## src/rtl/divider_pkg.sv

```systemverilog
// Shared widths and state encoding for the sequential restoring divider.
package divider_pkg;

   localparam int unsigned NUM_W = 8;
   localparam int unsigned DEN_W = 4;
   localparam int unsigned CNT_W = $clog2(NUM_W);

   typedef enum logic [1:0] {
      IDLE = 2'd0,
      RUN  = 2'd1,
      DONE = 2'd2
   } state_t;

endpackage

```

## src/rtl/divider_step.sv

```systemverilog
// One restoring-division step: shift in the next dividend bit, trial-subtract the divisor.
module divider_step
   import divider_pkg::*;
(
   input  logic [DEN_W:0]   p,
   input  logic             bit_in,
   input  logic [DEN_W-1:0] d,
   output logic [DEN_W:0]   p_nx,
   output logic             qbit
);

   logic [DEN_W+1:0] t;

   // p < d always holds, so p[DEN_W] is zero and the extra top bit of t is the borrow
   always_comb begin
      t    = {p, bit_in} - (DEN_W+2)'(d);
      qbit = ~t[DEN_W+1];
      p_nx = qbit ? t[DEN_W:0] : {p[DEN_W-1:0], bit_in};
   end

endmodule

```

## src/rtl/divider.sv

```systemverilog
// Sequential restoring divider: NUM_W-bit dividend by DEN_W-bit divisor, start/done handshake.
module divider
   import divider_pkg::*;
(
   input  logic             clock,
   input  logic             reset,
   input  logic             enable,
   input  logic             start,
   input  logic [NUM_W-1:0] dividend,
   input  logic [DEN_W-1:0] divisor,
   output logic             ready,
   output logic             done,
   output logic [NUM_W-1:0] quotient,
   output logic [DEN_W-1:0] remainder,
   output logic             div_zero
);

   state_t           state, state_nx;
   logic [CNT_W-1:0] count;
   logic [NUM_W-1:0] q_sh;
   logic [DEN_W:0]   p, p_nx;
   logic [DEN_W-1:0] d_r;
   logic             qbit;
   logic             accept;
   logic             last;

   divider_step u_step (
      .p      (p),
      .bit_in (q_sh[NUM_W-1]),
      .d      (d_r),
      .p_nx   (p_nx),
      .qbit   (qbit)
   );

   // Next-state decode
   always_comb begin
      state_nx = state;
      accept   = 1'b0;
      last     = 1'b0;
      case (state)
         IDLE: begin
            if (start) begin
               accept   = 1'b1;
               state_nx = (divisor == '0) ? DONE : RUN;
            end
         end
         RUN: begin
            if (count == CNT_W'(NUM_W-1)) begin
               last     = 1'b1;
               state_nx = DONE;
            end
         end
         DONE:    state_nx = IDLE;
         default: state_nx = IDLE;
      endcase
   end

   // State, datapath and output registers; enable freezes everything
   always_ff @(posedge clock or posedge reset) begin
      if (reset) begin
         state     <= IDLE;
         ready     <= 1'b1;
         done      <= 1'b0;
         count     <= '0;
         q_sh      <= '0;
         p         <= '0;
         d_r       <= '0;
         quotient  <= '0;
         remainder <= '0;
         div_zero  <= 1'b0;
      end else if (enable) begin
         state <= state_nx;
         ready <= (state_nx == IDLE);
         done  <= (state_nx == DONE);
         if (accept) begin
            q_sh  <= dividend;
            d_r   <= divisor;
            p     <= '0;
            count <= '0;
            if (divisor == '0) begin
               quotient  <= '1;
               remainder <= dividend[DEN_W-1:0];
               div_zero  <= 1'b1;
            end
         end else if (state == RUN) begin
            p     <= p_nx;
            q_sh  <= {q_sh[NUM_W-2:0], qbit};
            count <= count + CNT_W'(1);
            // Results take the final step's outputs, not the pre-step registers
            if (last) begin
               quotient  <= {q_sh[NUM_W-2:0], qbit};
               remainder <= p_nx[DEN_W-1:0];
               div_zero  <= 1'b0;
            end
         end
      end
   end

endmodule

```

## config.mk

```make
export PLATFORM = sky130hd
export DESIGN_NAME = divider
export DESIGN_NICKNAME = d
export VERILOG_FILES = /design/src/rtl/divider_pkg.sv /design/src/rtl/divider_step.sv /design/src/rtl/divider.sv
export SDC_FILE = /design/constraint.sdc
export NUM_CORES = 1
export LEC_CHECK = 0
export CAP_MARGIN = 20
export CELL_PAD_IN_SITES_DETAIL_PLACEMENT = 1
export CELL_PAD_IN_SITES_GLOBAL_PLACEMENT = 1
export CORE_UTILIZATION = 36
export DETAILED_ROUTE_END_ITERATION = 16
export PLACE_DENSITY = 0.72
export SLEW_MARGIN = 15
export SYNTH_ARGS = -nofsm -noshare
export SYNTH_HDL_FRONTEND = slang
export SYNTH_SLANG_ARGS = --single-unit
```

## constraint.sdc

```tcl
create_clock -name clock -period 1.7 [get_ports clock]
set_input_delay 0.255 -clock clock [delete_from_list [all_inputs] [get_ports clock]]
set_output_delay 0.255 -clock clock [all_outputs]
set_load 0.01 [all_outputs]
```

Word-level counts from Yosys, hierarchy flattened
Index checks and enable logic that the tools add are counted.
- register bits after elaboration: 37
- input bits: 16
- output and inout port bits: 15
- add/sub/neg operators: 2
- equality and inequality tests: 4
- mux-type cells: 27
- bitwise gates (word level): 1
- reductions and logical operators: 8
- operators by type and width (cell ; count):
    two-way mux 8 bit ; 6
    two-way mux 4 bit ; 4
    two-way mux 5 bit ; 3
    two-way mux 1 bit ; 8
    two-way mux 2 bit ; 3
    two-way mux 3 bit ; 2
    subtractor 6 x 4 -> 6 bit ; 1
    zero test 2 bit ; 2
    zero test 4 bit ; 1
    one-hot mux 2 bit (2 select lines) ; 1
    AND reduction 2 bit ; 2
    AND reduction 4 bit ; 1
    nonzero test 2 bit ; 2
    adder 3 x 1 -> 3 bit, second input constant ; 1
    equality test 3 bit, second input constant ; 1
    equality test 2 x 1 -> 1 bit, second input constant ; 1
    equality test 2 bit, second input constant ; 1
    != test 2 x 1 -> 1 bit, second input constant ; 1
    inverter 1 bit ; 1

Longest topological paths before layout
Gate-level depths: netlist of the first run.
- word-level depth: 6
- mapped depth: 9
- gate-level depth less buffers: 9

By module
A second synthesis of the first run with hierarchy kept.
- cells, all modules: 166
- area, all modules: 1970.6 sq um
- by module, submodules not included (module ; times used ; cells an instance ; area an instance (sq um) ; sequential area each (sq um)):
    divider ; 1 ; 128 ; 1701.6 ; 927.1
    divider_step ; 1 ; 38 ; 269.0 ; 0.0

Least setup slack after synthesis of the first run
OpenSTA, ideal clock, no wires.
- path type: flip-flop to flip-flop
- start point: register p[0]
- end point: register remainder[3]
- library setup time: 0.088 ns
- data arrival time: 1.692 ns
- required time: 1.612 ns
- path slack: -0.080 ns
- cell stages (with the launch flop): 7
- buffers on the path: 0
- cells stage by stage: dfrtp_1 ha_1 nor2b_1 o2111ai_1 and3_1 nand3_1 a41oi_1
- cells in the longest elaborated chain, start to end: 5
- RTL lines (what ; RTL line ; source):
    from (decl) ; divider.sv:21 ; logic [DEN_W:0] p, p_nx;
    from (signal assigned) ; divider.sv:86 ; p <= p_nx;
    subtractor 6 x 4 -> 6 bit ; divider_step.sv:16 ; t = {p, bit_in} - (DEN_W+2)'(d);
    two-way mux 5 bit ; divider_step.sv:18 ; p_nx = qbit ? t[DEN_W:0] : {p[DEN_W-1:0], bit_in};
    two-way mux 4 bit ; divider.sv:90 ; if (last) begin
    two-way mux 4 bit ; divider.sv:85 ; end else if (state == RUN) begin
    two-way mux 4 bit ; divider.sv:75 ; if (accept) begin
    to (signal assigned) ; divider.sv:82 ; remainder <= dividend[DEN_W-1:0];
    to (signal assigned) ; divider.sv:92 ; remainder <= p_nx[DEN_W-1:0];
    to (decl) ; divider.sv:14 ; output logic [DEN_W-1:0] remainder,
Every way passes these cells. The select of a mux whose other input is x is not followed.
A chain may end at the register's enable or synchronous reset.

Final worst setup path of the first run
- start point: register p[0]
- end point: register p[4]
- cells in the longest elaborated chain, start to end: 4
- RTL lines (what ; RTL line):
    subtractor 6 x 4 -> 6 bit ; divider_step.sv:16
    two-way mux 5 bit ; divider_step.sv:18
    two-way mux 5 bit ; divider.sv:85
    two-way mux 5 bit ; divider.sv:75
Every way passes these cells. The select of a mux whose other input is x is not followed.

==> results of run 1 <==
==> cells in the final DEF, fill, tap and decap left out, types with 2 or more instances in the layout <==
master	count
a22o_1	2
a31oi_1	13
a41oi_2	4
buf_12	3
buf_4	23
buf_6	4
clkbuf_8	6
clkdlybuf4s50_1	30
dfrtp_1	36
ha_1	2
ha_4	4
inv_1	6
inv_2	3
mux2_2	2
nand2_1	26
nand2_2	3
nand2b_1	2
nand3_1	5
nand3_2	4
nor2_1	19
o21ai_0	6
o22a_1	6
or2_4	2
==> per-layer routing <==
layer / up-vias / global-route usage / routed length, um
li1: 751 / - / -
met1: 798 / 0.267 / 2260
met2: 34 / 0.385 / 2790
met3: 16 / 0.0428 / 138
met4: 0 / 0.0806 / 147
met5: - / 0 / 0
==> timing repair <==
action | in CTS | in global routing
resized for setup | 10 | 14
pin swaps | 0 | 16
endpoints found under the setup margin | 11 | 10
endpoints found under the hold margin | 0 | 0
buffers inserted | 0 | 2
==> worst max-delay path by stage <==
stage                              end  slack [ns]
after floorplan                   p[4]       -0.02
after global placement     quotient[3]       -0.15
after detailed placement  remainder[0]       -0.16
after CTS                         p[4]       -0.09
after global routing              p[4]       -0.19
final                             p[4]       -0.13
==> area by class of cell <==
class / instances / area [um^2]
Multi-Input combinational cell: 125 / 953
Tap cell: 67 / 83.8
Inverter: 9 / 33.8
Sequential cell: 37 / 927
Timing Repair Buffer: 60 / 578
Fill cell: 533 / 2120
Clock buffer: 7 / 86.3
==> metrics by stage <==
| stage | power, W | cells | setup TNS [ns] |
|---|---|---|---|
| after floorplan | 0.00348 | 179 | -0.0185 |
| after global placement | 0.00451 | 297 | -1.34 |
| after detailed placement | 0.00471 | 297 | -1.80 |
| after CTS | 0.00550 | 304 | -0.543 |
| after global routing | 0.00617 | 305 | -1.08 |
| final | 0.00575 | 305 | -0.580 |
==> sequential cells by signal, summed over array words and instances (netlist names), 2 cells and up <==
signal     cells
state          2
remainder      4
quotient       8
d_r            4
p              5
q_sh           8
count          3
==> kinds of logic (layout without fill, tap and decap cells) <==
| group | count (synthesis) | in the layout | share of synthesized area |
|---|---|---|---|
| DFF | 37 | 37 | 0.510 |
| AOI/OAI and AO/OA | 42 | 42 | 0.173 |
| adders and majority gates | 7 | 7 | 0.0523 |
| xor gates and xnor gates | 2 | 2 | 0.00963 |
| muxes | 3 | 3 | 0.0206 |
| buffers and inverters | 17 | 76 | 0.0543 |
| and+or+nand+nor | 71 | 71 | 0.180 |
==> power groups by stage <==
stage	logic [W]	clock network, W	registers (W)
2_1_floorplan	0.00183	0	0.00165
3_3_place_gp	0.00294	0	0.00158
3_5_place_dp	0.00311	0	0.00160
4_1_cts	0.00326	0.000634	0.00160
5_1_grt	0.00383	0.000678	0.00166
6_report	0.00352	0.000621	0.00161
==> critical path: stages, from the launching register on <==
cell     delay (ns)
dfrtp_1        0.42
ha_4           0.28
nor2b_4        0.20
o221a_4        0.25
mux2_4         0.31
a32oi_2        0.16
nand2_1        0.08
==> out/qor.json, run 1 <==
{
  "status": "complete, but fails checks",
  "violations": "setup timing",
  "vias_per_cell": 5.24,
  "drt-initial-drc-count": 132,
  "post_synth.cell_area_avg_um2": 10.2,
  "max-clock-path-buffers": 2,
  "antenna_violations_before_repair": 0,
  "startpoint": "p[0]",
  "drv.max_cap_violation_count": 0,
  "post-route-drc-count": 0,
  "worst_slew_margin_rel": 0.744,
  "portBuffers": 30,
  "clockRootBuffer": "clkbuf_8",
  "clkPwrFrac": 0.108,
  "maximum_number_of_pins_on_one_net_before_global_route_repair": 38,
  "report.final.setup_viol": 10,
  "drt_pass1_iterations": 4,
  "vias": 1599,
  "synth_common_cells": "dfrtp_1 (36), nand2_1 (27), nor2_1 (19)",
  "dpl.hpwl_um": 3870,
  "finalClockSkew_ns": 0.00736,
  "required_time_reported_for_the_critical_path_endpoint_ns": 1.87,
  "std_cell_rows": 25,
  "critical_path.reg2reg.endpoint": "p[4]",
  "syn_area_um2": 1820,
  "final_cell_area_um2": 2660,
  "io-pin-count": 31,
  "area.growth.synth_to_final_pct": 46.4,
  "cts_max_level": 2,
  "synth_area_leader_cell": "dfrtp_1",
  "startpoint_type_of_the_worst_setup_path": "flip-flop",
  "fin_crit_sh": 1.08,
  "final_nets": 261,
  "internal-power_w": 0.00343,
  "fmax_mhz": 547,
  "postCtsHoldBufs": 0,
  "reg2reg_setup_slack_ns": -0.13,
  "place.gp.congestion": 0.837,
  "hold_viol": 0,
  "seq_power_share": 0.280,
  "total_count_of_max_transition_violations_in_the_final_report": 0,
  "placedInstanceArea_um2": 2450,
  "core_area_um2": 4790,
  "setup_repair_after_global_routing_missed_its_margin": "yes",
  "gr-usage-all-layers": 0.220,
  "setup_ws_ns": -0.129,
  "drt.antenna.violating_nets": 0,
  "clk-insertion-delay-late_ns": 0.29,
  "start_util": 0.380,
  "synth_largest_type_area_fraction": 0.495,
  "worst_ir_drop_on_vdd_v": 0.000800,
  "die_h_um": 73.1,
  "timing.rr.start": "p[0]",
  "clock-sinks": 37,
  "r2r_cells": 6,
  "clk_transition_reported_paths_ns": 0.07,
  "synth_edf_count": 0,
  "share_of_post_route_cells_with_drive_strength_above_1": 0.286,
  "place_worst_setup_slack_ns": -0.157,
  "crit_fanout": 3,
  "cts_buffers": 5,
  "critical_path_class": "reg -> reg",
  "design.die.area_um2": 5340,
  "final_core_utilization": 0.556,
  "synth_most_common_cell": "dfrtp_1",
  "synth_sequential_area_ratio": 0.510,
  "fin_worst_hold_slack_ns": 0.340,
  "p_sw_frac": 0.404,
  "synth-main-ff-cell": "dfrtp_1",
  "first_global_vias": 1783,
  "post_syn_instances": 179,
  "power_frac_comb": 0.612,
  "yosysUniqueCellTypes": 43,
  "min_delay_worst_type": "in -> async",
  "timing.final.crit_period_ns": 1.83,
  "wire_length_of_the_first_global_routing_pass_um": 8740,
  "routed_wirelength_um": 5340,
  "worst_pin_slew_ns": 0.385,
  "power_switching_w": 0.00232,
  "leakage_nw": 1.14,
  "insertedDiodeCount": 0,
  "postSynthRegisterBits": 37,
  "floorplan.die.width_um": 73.1,
  "global_route.overflow_total": 0,
  "clock_tree_from_tritoncts": "done",
  "p_per_area_nw_per_um2": 2160,
  "synth_warnings": 0,
  "ys_top_cells_by_area": "dfrtp_1 (50%), nand2_1 (5.6%), a31oi_1 (4.5%), ha_1 (4.1%), nor2_1 (3.9%)",
  "worstPathArrival_ns": 2.00,
  "postSynthNetCount": 202,
  "postSynth.asyncResetShare": 1.00,
  "worst_setup_path_end_kind": "flip-flop",
  "avgRoutedWirePerCell_um": 17.5
}
(Power assumes the default switching activity.)
==> run 2, diff against run 1 <==
- CAP_MARGIN: 20 -> not set
==> results of run 2 <==
Same layout as run 1: the final DEF is identical, and so are final timing and power.
==> run 3, diff against run 2 <==
- CORE_UTILIZATION: 36 -> 43
- PLACE_DENSITY: 0.72 -> 0.81
- clock period: 1.7 -> 2.2 ns (I/O delays scaled with it)
==> out/qor.json, run 3 (synthesis gave the netlist of run 1 again) <==
{
  "postCtsHoldBufs": 0,
  "clk-insertion-delay-late_ns": 0.29,
  "die_h_um": 67.0,
  "gr-usage-all-layers": 0.229,
  "post-route-drc-count": 0,
  "core_area_um2": 4030,
  "worst_ir_drop_on_vdd_v": 0.000663,
  "layout_top_registers": "q_sh (8), quotient (8), p (5)",
  "place.gp.congestion": 0.779,
  "clock-sinks": 37,
  "global_route.overflow_total": 0,
  "fin_crit_sh": 0.920,
  "p_per_area_nw_per_um2": 1660,
  "floorplan.die.width_um": 67.0,
  "status": "complete, no violations",
  "p_sw_frac": 0.399,
  "avgRoutedWirePerCell_um": 17.2,
  "stdcell_count": 264,
  "report.final.setup_viol": 0,
  "dpl.hpwl_um": 3380,
  "io-pin-count": 31,
  "power_frac_comb": 0.510,
  "placedInstanceArea_um2": 2170,
  "clockRootBuffer": "clkbuf_8",
  "cpMaxStageDelayCell": "dfrtp_1",
  "cpPeakStageDelay_ns": 0.41,
  "setup_repair_after_global_routing_missed_its_margin": "no",
  "finalClockSkew_ns": 0.00765,
  "vias": 1508,
  "std_cell_rows": 23,
  "hold_viol": 0,
  "drt-initial-drc-count": 63,
  "min_delay_worst_type": "in -> async",
  "worstPathArrival_ns": 2.23,
  "timing.final.crit_period_ns": 2.03,
  "final_cell_area_um2": 2280,
  "antenna_violations_before_repair": 0,
  "design.die.area_um2": 4500,
  "layout_commonest_cell": "dfrtp_1",
  "wire_length_of_the_first_global_routing_pass_um": 7560,
  "r2r_cells": 6,
  "maximum_number_of_pins_on_one_net_before_global_route_repair": 38,
  "routed_wirelength_um": 4550,
  "first_global_vias": 1636,
  "required_time_reported_for_the_critical_path_endpoint_ns": 2.40,
  "fmax_mhz": 494,
  "drt.antenna.violating_nets": 0,
  "area.growth.synth_to_final_pct": 25.6,
  "portBuffers": 30,
  "clk_transition_reported_paths_ns": 0.08,
  "seq_power_share": 0.334,
  "place.detailed.instances": 256,
  "drv.max_cap_violation_count": 0,
  "power_switching_w": 0.00151,
  "final_core_utilization": 0.567,
  "drt_pass1_iterations": 5,
  "share_of_post_route_cells_with_drive_strength_above_1": 0.103,
  "clkPwrFrac": 0.155,
  "total_count_of_max_transition_violations_in_the_final_report": 0,
  "worst_pin_slew_ns": 0.473,
  "crit_chain": "ha_1 > a211o_1 > nand2_1 > and3_1 > nand3_1 > a41oi_1",
  "crit_fanout": 5,
  "worst_slew_margin_rel": 0.685,
  "final.setup.tns_ns": 0,
  "leakage_nw": 0.993,
  "critical_path_class": "reg -> reg",
  "final_nets": 236,
  "worst_setup_path_end_kind": "flip-flop",
  "fill_cells": 442,
  "startpoint_type_of_the_worst_setup_path": "flip-flop",
  "max-clock-path-buffers": 2,
  "cts_max_level": 2,
  "cts_buffers": 5,
  "most-common-layout-cells": "dfrtp_1 (36), clkdlybuf4s50_1 (30), nand2_1 (27)",
  "start_util": 0.452,
  "clock_tree_from_tritoncts": "done",
  "insertedDiodeCount": 0,
  "vias_per_cell": 5.71,
  "internal-power_w": 0.00228
}
## run 3: changes by cell type in the layout (fill, tap and decap cells not counted), moves of 4 or more
cell | before | now
a41oi_1 | 0 | 4
a41oi_2 | 4 | 0
buf_4 | 23 | 4
buf_6 | 4 | 0
ha_1 | 2 | 6
ha_4 | 4 | 0
nand3_1 | 5 | 9
nand3_2 | 4 | 0
## run 3: final timing paths
kind | from | end | slack, ns
setup / recovery | p[2] | remainder[2] | 0.17
hold / removal | reset | div_zero | 0.44
setup reg to reg | p[2] | remainder[2] | 0.17
hold reg to reg | quotient[7] | quotient[7] | 0.49
max in group asynchronous | reset | q_sh[1] | 1.41
min in group clock | quotient[7] | quotient[7] | 0.49
## run 3: per-layer routing
| layer | share of wire | routed length [um] | up-vias | GRT usage |
|---|---|---|---|---|
| met4 | 0.017 | 78 | 0 | 0.0718 |
| met3 | 0.025 | 114 | 10 | 0.0377 |
| met5 | 0 | 0 | - | 0 |
| met1 | 0.44 | 2000 | 766 | 0.276 |
| li1 | - | - | 706 | - |
| met2 | 0.52 | 2350 | 26 | 0.410 |
## run 3: area by class of cell
type | instances | area [um^2] | share of cell area
Tap cell | 50 | 62.6 | 0.0274
Clock buffer | 6 | 72.6 | 0.0318
Clock inverter | 2 | 38.8 | 0.0170
Inverter | 9 | 33.8 | 0.0148
Sequential cell | 37 | 927 | 0.406
Timing Repair Buffer | 35 | 350 | 0.153
Multi-Input combinational cell | 125 | 800 | 0.350
## run 3: power groups by stage
stage               clock (W)  combinational [W]  sequential (W)
floorplan                   0            0.00125         0.00126
global placement            0            0.00181         0.00125
detailed placement          0            0.00191         0.00127
CTS                  0.000595            0.00194         0.00126
global route         0.000621            0.00214         0.00130
finish               0.000588            0.00193         0.00127
## run 3: worst max-delay path: cells and delay by family (launching register included)
kind,cells,cell delay (ns)
adder cells (fa/ha/maj),1,0.39
AO/OA/AOI/OAI,2,0.58
flip-flops,1,0.41
AND/OR/NAND/NOR,3,0.55
## run 3: timing repair
| action | in CTS | in global routing |
|---|---|---|
| setup endpoints to repair | 0 | 1 |
| gates resized for setup | 0 | 1 |
| hold endpoints to repair | 0 | 0 |
| setup buffers | 0 | 0 |
## run 3: through the flow
step	hold slack [ns]	worst slack, ns	total power [W]
global route	0.508	0.0676	0.00406
detailed placement	0.478	0.142	0.00318
global placement	0.475	0.229	0.00305
finish	0.442	0.175	0.00379
CTS	0.466	0.0851	0.00380
floorplan	0.426	0.420	0.00251
==> variant 1: new RTL, config.mk and constraints of run 1 <==
The 3 states of `state_t` get a one-hot encoding in 3 bits.
--- a/src/rtl/divider_pkg.sv
+++ b/src/rtl/divider_pkg.sv
@@ -5,10 +5,10 @@
    localparam int unsigned DEN_W = 4;
    localparam int unsigned CNT_W = $clog2(NUM_W);
 
-   typedef enum logic [1:0] {
-      IDLE = 2'd0,
-      RUN  = 2'd1,
-      DONE = 2'd2
+   typedef enum logic [2:0] {
+      IDLE = 3'b001,
+      RUN  = 3'b010,
+      DONE = 3'b100
    } state_t;
 
 endpackage
Formal check against the unedited RTL: same outputs for any inputs over 10 cycles, from zero or initial values and one cycle with reset high; not proved beyond that.
==> variant 1 against run 1 <==
The run still ends with setup timing left. Power up 11%. Clock power is 7.6% higher. Routed wire length is 31% higher. Synthesized area is 11% higher. Design area up 17%. Setup slack got worse by 250 ps. Utilization is 3.6 points higher. Global-route usage is 1.6 points higher. Worst hold slack lost 27 ps. Clock skew fell by 1.9 ps. Sequential cell count rose by 1. Highest routed layer unchanged.
==> variant 1: results (changes against run 1) <==
Detailed routing
The wire length on met2 was 3738 µm (+34%). The number of detailed-route iterations in the first pass came to 5 (+1). The post-detailed-route wirelength per cell was 19.10 µm (+9.1%). The met1 wire length is 2798 µm (+24%). The total length of routed met3 wires is 232 µm (+68%).

Finish
The final-stage net count is 320 (+23%).

Worst setup path
The length in cells of the worst reg-to-reg path is 8 (+2). The critical-path maximum fanout is 5 (+2).

Place
The placed wire-length estimate is 4003 µm (+3.5%). The worst setup slack after placement came to -542.5 ps (-385.4 ps).

STA
The worst slew margin relative to its limit is 76.38% (+2.0 points). The minimum setup slack in the final design is -383.8 ps (-254.4 ps). The final setup violation count is 15 (+5). The post-route clock skew is 5.462 ps (-1.903 ps).

Power and ir drop
The largest voltage drop on the vdd net is 1.105 mV (+38%). The leakage power summed over all cells is 1.406 nW (+24%). The power dissipated by switching net loads came to 2.628 mW (+13%).

Synth
The xor-xnor portion of the synthesized cell area is 0.4334% (-0.53 points). The post-synthesis cell count is 212 (+18%). In the post-synthesis netlist, the biggest area contributors are sky130_fd_sc_hd__dfrtp_1 (45%), sky130_fd_sc_hd__nand2_1 (8.5%), sky130_fd_sc_hd__nor2_1 (4.6%). The share of synthesized area occupied by flip-flops and latches is 47.18% (-3.8 points).

The compound-gate portion of the synthesized area is 18.95% (+1.6 points).

GRT
The global routing met1 resource utilization is 27.13% (+0.41 points). The met3 routing resource usage after global routing came to 3.690% (-0.59 points).

Outcome
The run finished, with violations left. The final reports fail on setup timing.
[variant 1: cell count changes after synthesis, moves of 4 or more]
cell / change
sky130_fd_sc_hd__a41oi_1: -4
sky130_fd_sc_hd__o22a_1: -6
sky130_fd_sc_hd__buf_6: -4
sky130_fd_sc_hd__nand2_1: +19
sky130_fd_sc_hd__o21ai_1: +4
sky130_fd_sc_hd__nand3_1: -7
sky130_fd_sc_hd__nor2_1: +6
sky130_fd_sc_hd__o21ai_2: +8
sky130_fd_sc_hd__o21ai_0: +4
sky130_fd_sc_hd__mux2_2: +4
[variant 1: worst min-delay path by stage]
| stage | from | endpoint | slack, ps | cells after the start |
|---|---|---|---|---|
| detailed placement | quotient[2]$_DFFE_PP0P_ | quotient[2]$_DFFE_PP0P_ | 460 | 2 |
| finish | reset | remainder[2]$_DFFE_PP0P_ | 310 | 3 |
| global route | reset | quotient[4]$_DFFE_PP0P_ | 340 | 3 |
| global placement | quotient[3]$_DFFE_PP0P_ | quotient[3]$_DFFE_PP0P_ | 450 | 2 |
| floorplan | enable | done$_DFFE_PP0P_ | 350 | 1 |
| CTS | reset | quotient[4]$_DFFE_PP0P_ | 320 | 3 |
[variant 1: kinds of logic (layout without fill, tap and decap cells)]
group                    count (synthesis)  in the layout
AND/OR/NAND/NOR                         88             88
AO/OA/AOI/OAI                           52             52
flip-flops                              38             38
buffers and inverters                   18            103
adder cells (fa/ha/maj)                  8              8
multiplexers                             7              7
XOR/XNOR                                 1              1
[variant 1: cell type report]
type                            count  area, µm²
Inverter                            9      33.78
Clock buffer                        6      82.58
Clock inverter                      2      12.51
Timing Repair Buffer               86      815.8
Tap cell                           70      87.58
Fill cell                         605       2147
Sequential cell                    38      953.4
Multi-Input combinational cell    156       1137
[variant 1: worst max-delay path, stage by stage (launching register included)]
cell and delay [ps]:
sky130_fd_sc_hd__dfrtp_1 400, sky130_fd_sc_hd__inv_2 90, sky130_fd_sc_hd__ha_4 190, sky130_fd_sc_hd__nor2b_4 120, sky130_fd_sc_hd__o31a_1 340, sky130_fd_sc_hd__o311ai_4 230
sky130_fd_sc_hd__buf_6 180, sky130_fd_sc_hd__mux2_4 330, sky130_fd_sc_hd__o21ai_2 130
[variant 1: power by group through the flow]
| stage | sequential (mW) | clock (mW) | combinational (mW) |
|---|---|---|---|
| after floorplan | 1.64 | 0 | 1.68 |
| after global placement | 1.59 | 0 | 2.99 |
| after detailed placement | 1.61 | 0 | 3.11 |
| after CTS | 1.62 | 0.678 | 3.52 |
| after global routing | 1.69 | 0.713 | 4.35 |
| final | 1.64 | 0.668 | 4.06 |
[variant 1: timing repair]
action | in CTS | in global routing
hold endpoints to repair | 0 | 0
gates resized for setup | 25 | 19
pin swaps | 16 | 21
setup buffers | 15 | 8
endpoints found under the setup margin | 22 | 21
==> variant 2: new RTL, config.mk and constraints of run 1 <==
Without the edit above. Change the package constant `DEN_W` from 4 to 5.
--- a/src/rtl/divider_pkg.sv
+++ b/src/rtl/divider_pkg.sv
@@ -2,7 +2,7 @@
 package divider_pkg;
 
    localparam int unsigned NUM_W = 8;
-   localparam int unsigned DEN_W = 4;
+   localparam int unsigned DEN_W = 5;
    localparam int unsigned CNT_W = $clog2(NUM_W);
 
    typedef enum logic [1:0] {
Interface: changed (resized divisor and remainder); port bits go from 31 to 33. The function was not compared with the original's and may differ.
==> variant 2 against run 1 <==
The flow still finishes with violations (setup timing). Critical path depth up 4. Final cell count up 21%. Synthesized area up 16%. Sequential power up 4%. Critical path type unchanged. Clock skew down 1.2 ps. Setup slack worse by 520 ps. Highest routed layer unchanged. Synthesized cell count up 15%. Maximum frequency down 22%. Sequential cell count up 3. Die area up 15%. Design area up 18%. Sequential share of layout area down 3.0 points. Routed wire length up 14%. Power up 9.3%.
==> variant 2: results (changes against run 1) <==
STA
The final setup violation count was 13 (+3). The minimum setup slack in the final design came to -648.0 ps (-518.6 ps).

Finish
The number of cells in the finished layout apart from fillers is 368 (+21%). In the final layout, the registers with the most flip-flops are q_sh x8, quotient x8, p x6. The final-stage net count is 321 (+23%). The share of post-route cells with drive strength above 1 came to 37.50% (+8.9 points).

The number of fill cells in the layout is 644 (+21%).

Worst setup path
The critical-path maximum fanout is 4 (+1). The startpoint identified for the worst register-to-register timing path is q_sh[7]$_DFFE_PP0P_. The length in cells of the worst reg-to-reg path is 10 (+4). The minimum setup slack among reg-to-reg paths is -650 ps (-520 ps).

The data arrival time at the worst-slack endpoint is 2530 ps (+530 ps). The largest stage delay on the critical path is 390 ps (-30 ps).

Synth
The net count of the mapped netlist is 230 (+14%). By count the netlist is led by sky130_fd_sc_hd__dfrtp_1 (39), sky130_fd_sc_hd__nand2_1 (29), sky130_fd_sc_hd__nor2_1 (19), sky130_fd_sc_hd__o21ai_0 (19), sky130_fd_sc_hd__inv_1 (12). The count of unique library cells instantiated by Yosys is 47 (+9.3%).

The share of synthesized area occupied by flip-flops and latches is 47.54% (-3.4 points). The average cell area after synthesis is 10.28 µm² (+1.2%).

Power and ir drop
The leakage power summed over all cells was 1.484 nW (+31%).

GRT
The first-pass GRT wire length is 9853 µm (+13%). The number of global-route vias before repair is 2,038 (+14%). The overall fraction of global-route tracks in use came to 21.15% (-0.84 points).

Detailed routing
The number of detailed-route iterations in the first pass came to 5 (+1). The via density per instance is 5.068 (-3.3%).

Place
The placed wire-length estimate is 4449 µm (+15%). The worst setup slack after placement is -643.5 ps (-486.4 ps). The count of input and output buffers is 32 (+6.7%).

Outcome
The run finished, with violations left. The final reports fail on setup timing.

Clock network
The post-CTS setup buffer count is 6 (+6).
==> variant 2: how the worst max path moves through the flow <==
stage                             start                       end  slack (ps)  cells past startpoint
floorplan           q_sh[7]$_DFFE_PP0P_          p[0]$_DFFE_PP0P_        -620                      9
global placement    q_sh[7]$_DFFE_PP0P_          p[0]$_DFFE_PP0P_        -600                      9
detailed placement  q_sh[7]$_DFFE_PP0P_          p[0]$_DFFE_PP0P_        -640                      9
CTS                 q_sh[7]$_DFFE_PP0P_          p[0]$_DFFE_PP0P_        -660                      9
global route        q_sh[7]$_DFFE_PP0P_  remainder[1]$_DFFE_PP0P_        -760                     10
finish              q_sh[7]$_DFFE_PP0P_  remainder[1]$_DFFE_PP0P_        -650                     10
==> variant 2: cell families after synthesis <==
group	share of synthesized area, %
compound gates	19.41
xor+xnor	1.187
fa+ha+maj	5.104
buf+inv	4.273
flops	47.54
mux	9.199
simple gates	13.29
==> variant 2: area by class of cell <==
class,count,area share (%)
clock buffers,5,2.183
flip-flops and latches,40,31.80
inverters,12,1.429
multi-input cells,146,35.69
repair buffers,91,25.65
well taps,72,2.858
clock inverters,2,0.3970
==> variant 2: power breakdown <==
group | internal, mW | switching [mW] | total, mW
sequential | 1.35 | 0.324 | 1.68
combinational | 2.20 | 1.79 | 3.99
clock | 0.278 | 0.340 | 0.618
==> variant 2: per-layer routing <==
layer	GRT usage, %	vias up	part of all wire (%)	routed length (µm)
li1	-	903	-	-
met1	25.66	924	44	2656
met2	38.26	31	52	3143
met3	3.488	7	3.3	202
met4	5.741	0	1.0	61
met5	0	-	0	0
==> variant 2: worst reg2reg max path: cells and delay by family, from the launching register on <==
family          cells  cell delay (ps)
compound gates      3              490
xor+xnor            1              250
fa+ha+maj           2              490
buf+inv             3              340
flops               1              390
mux                 1              280
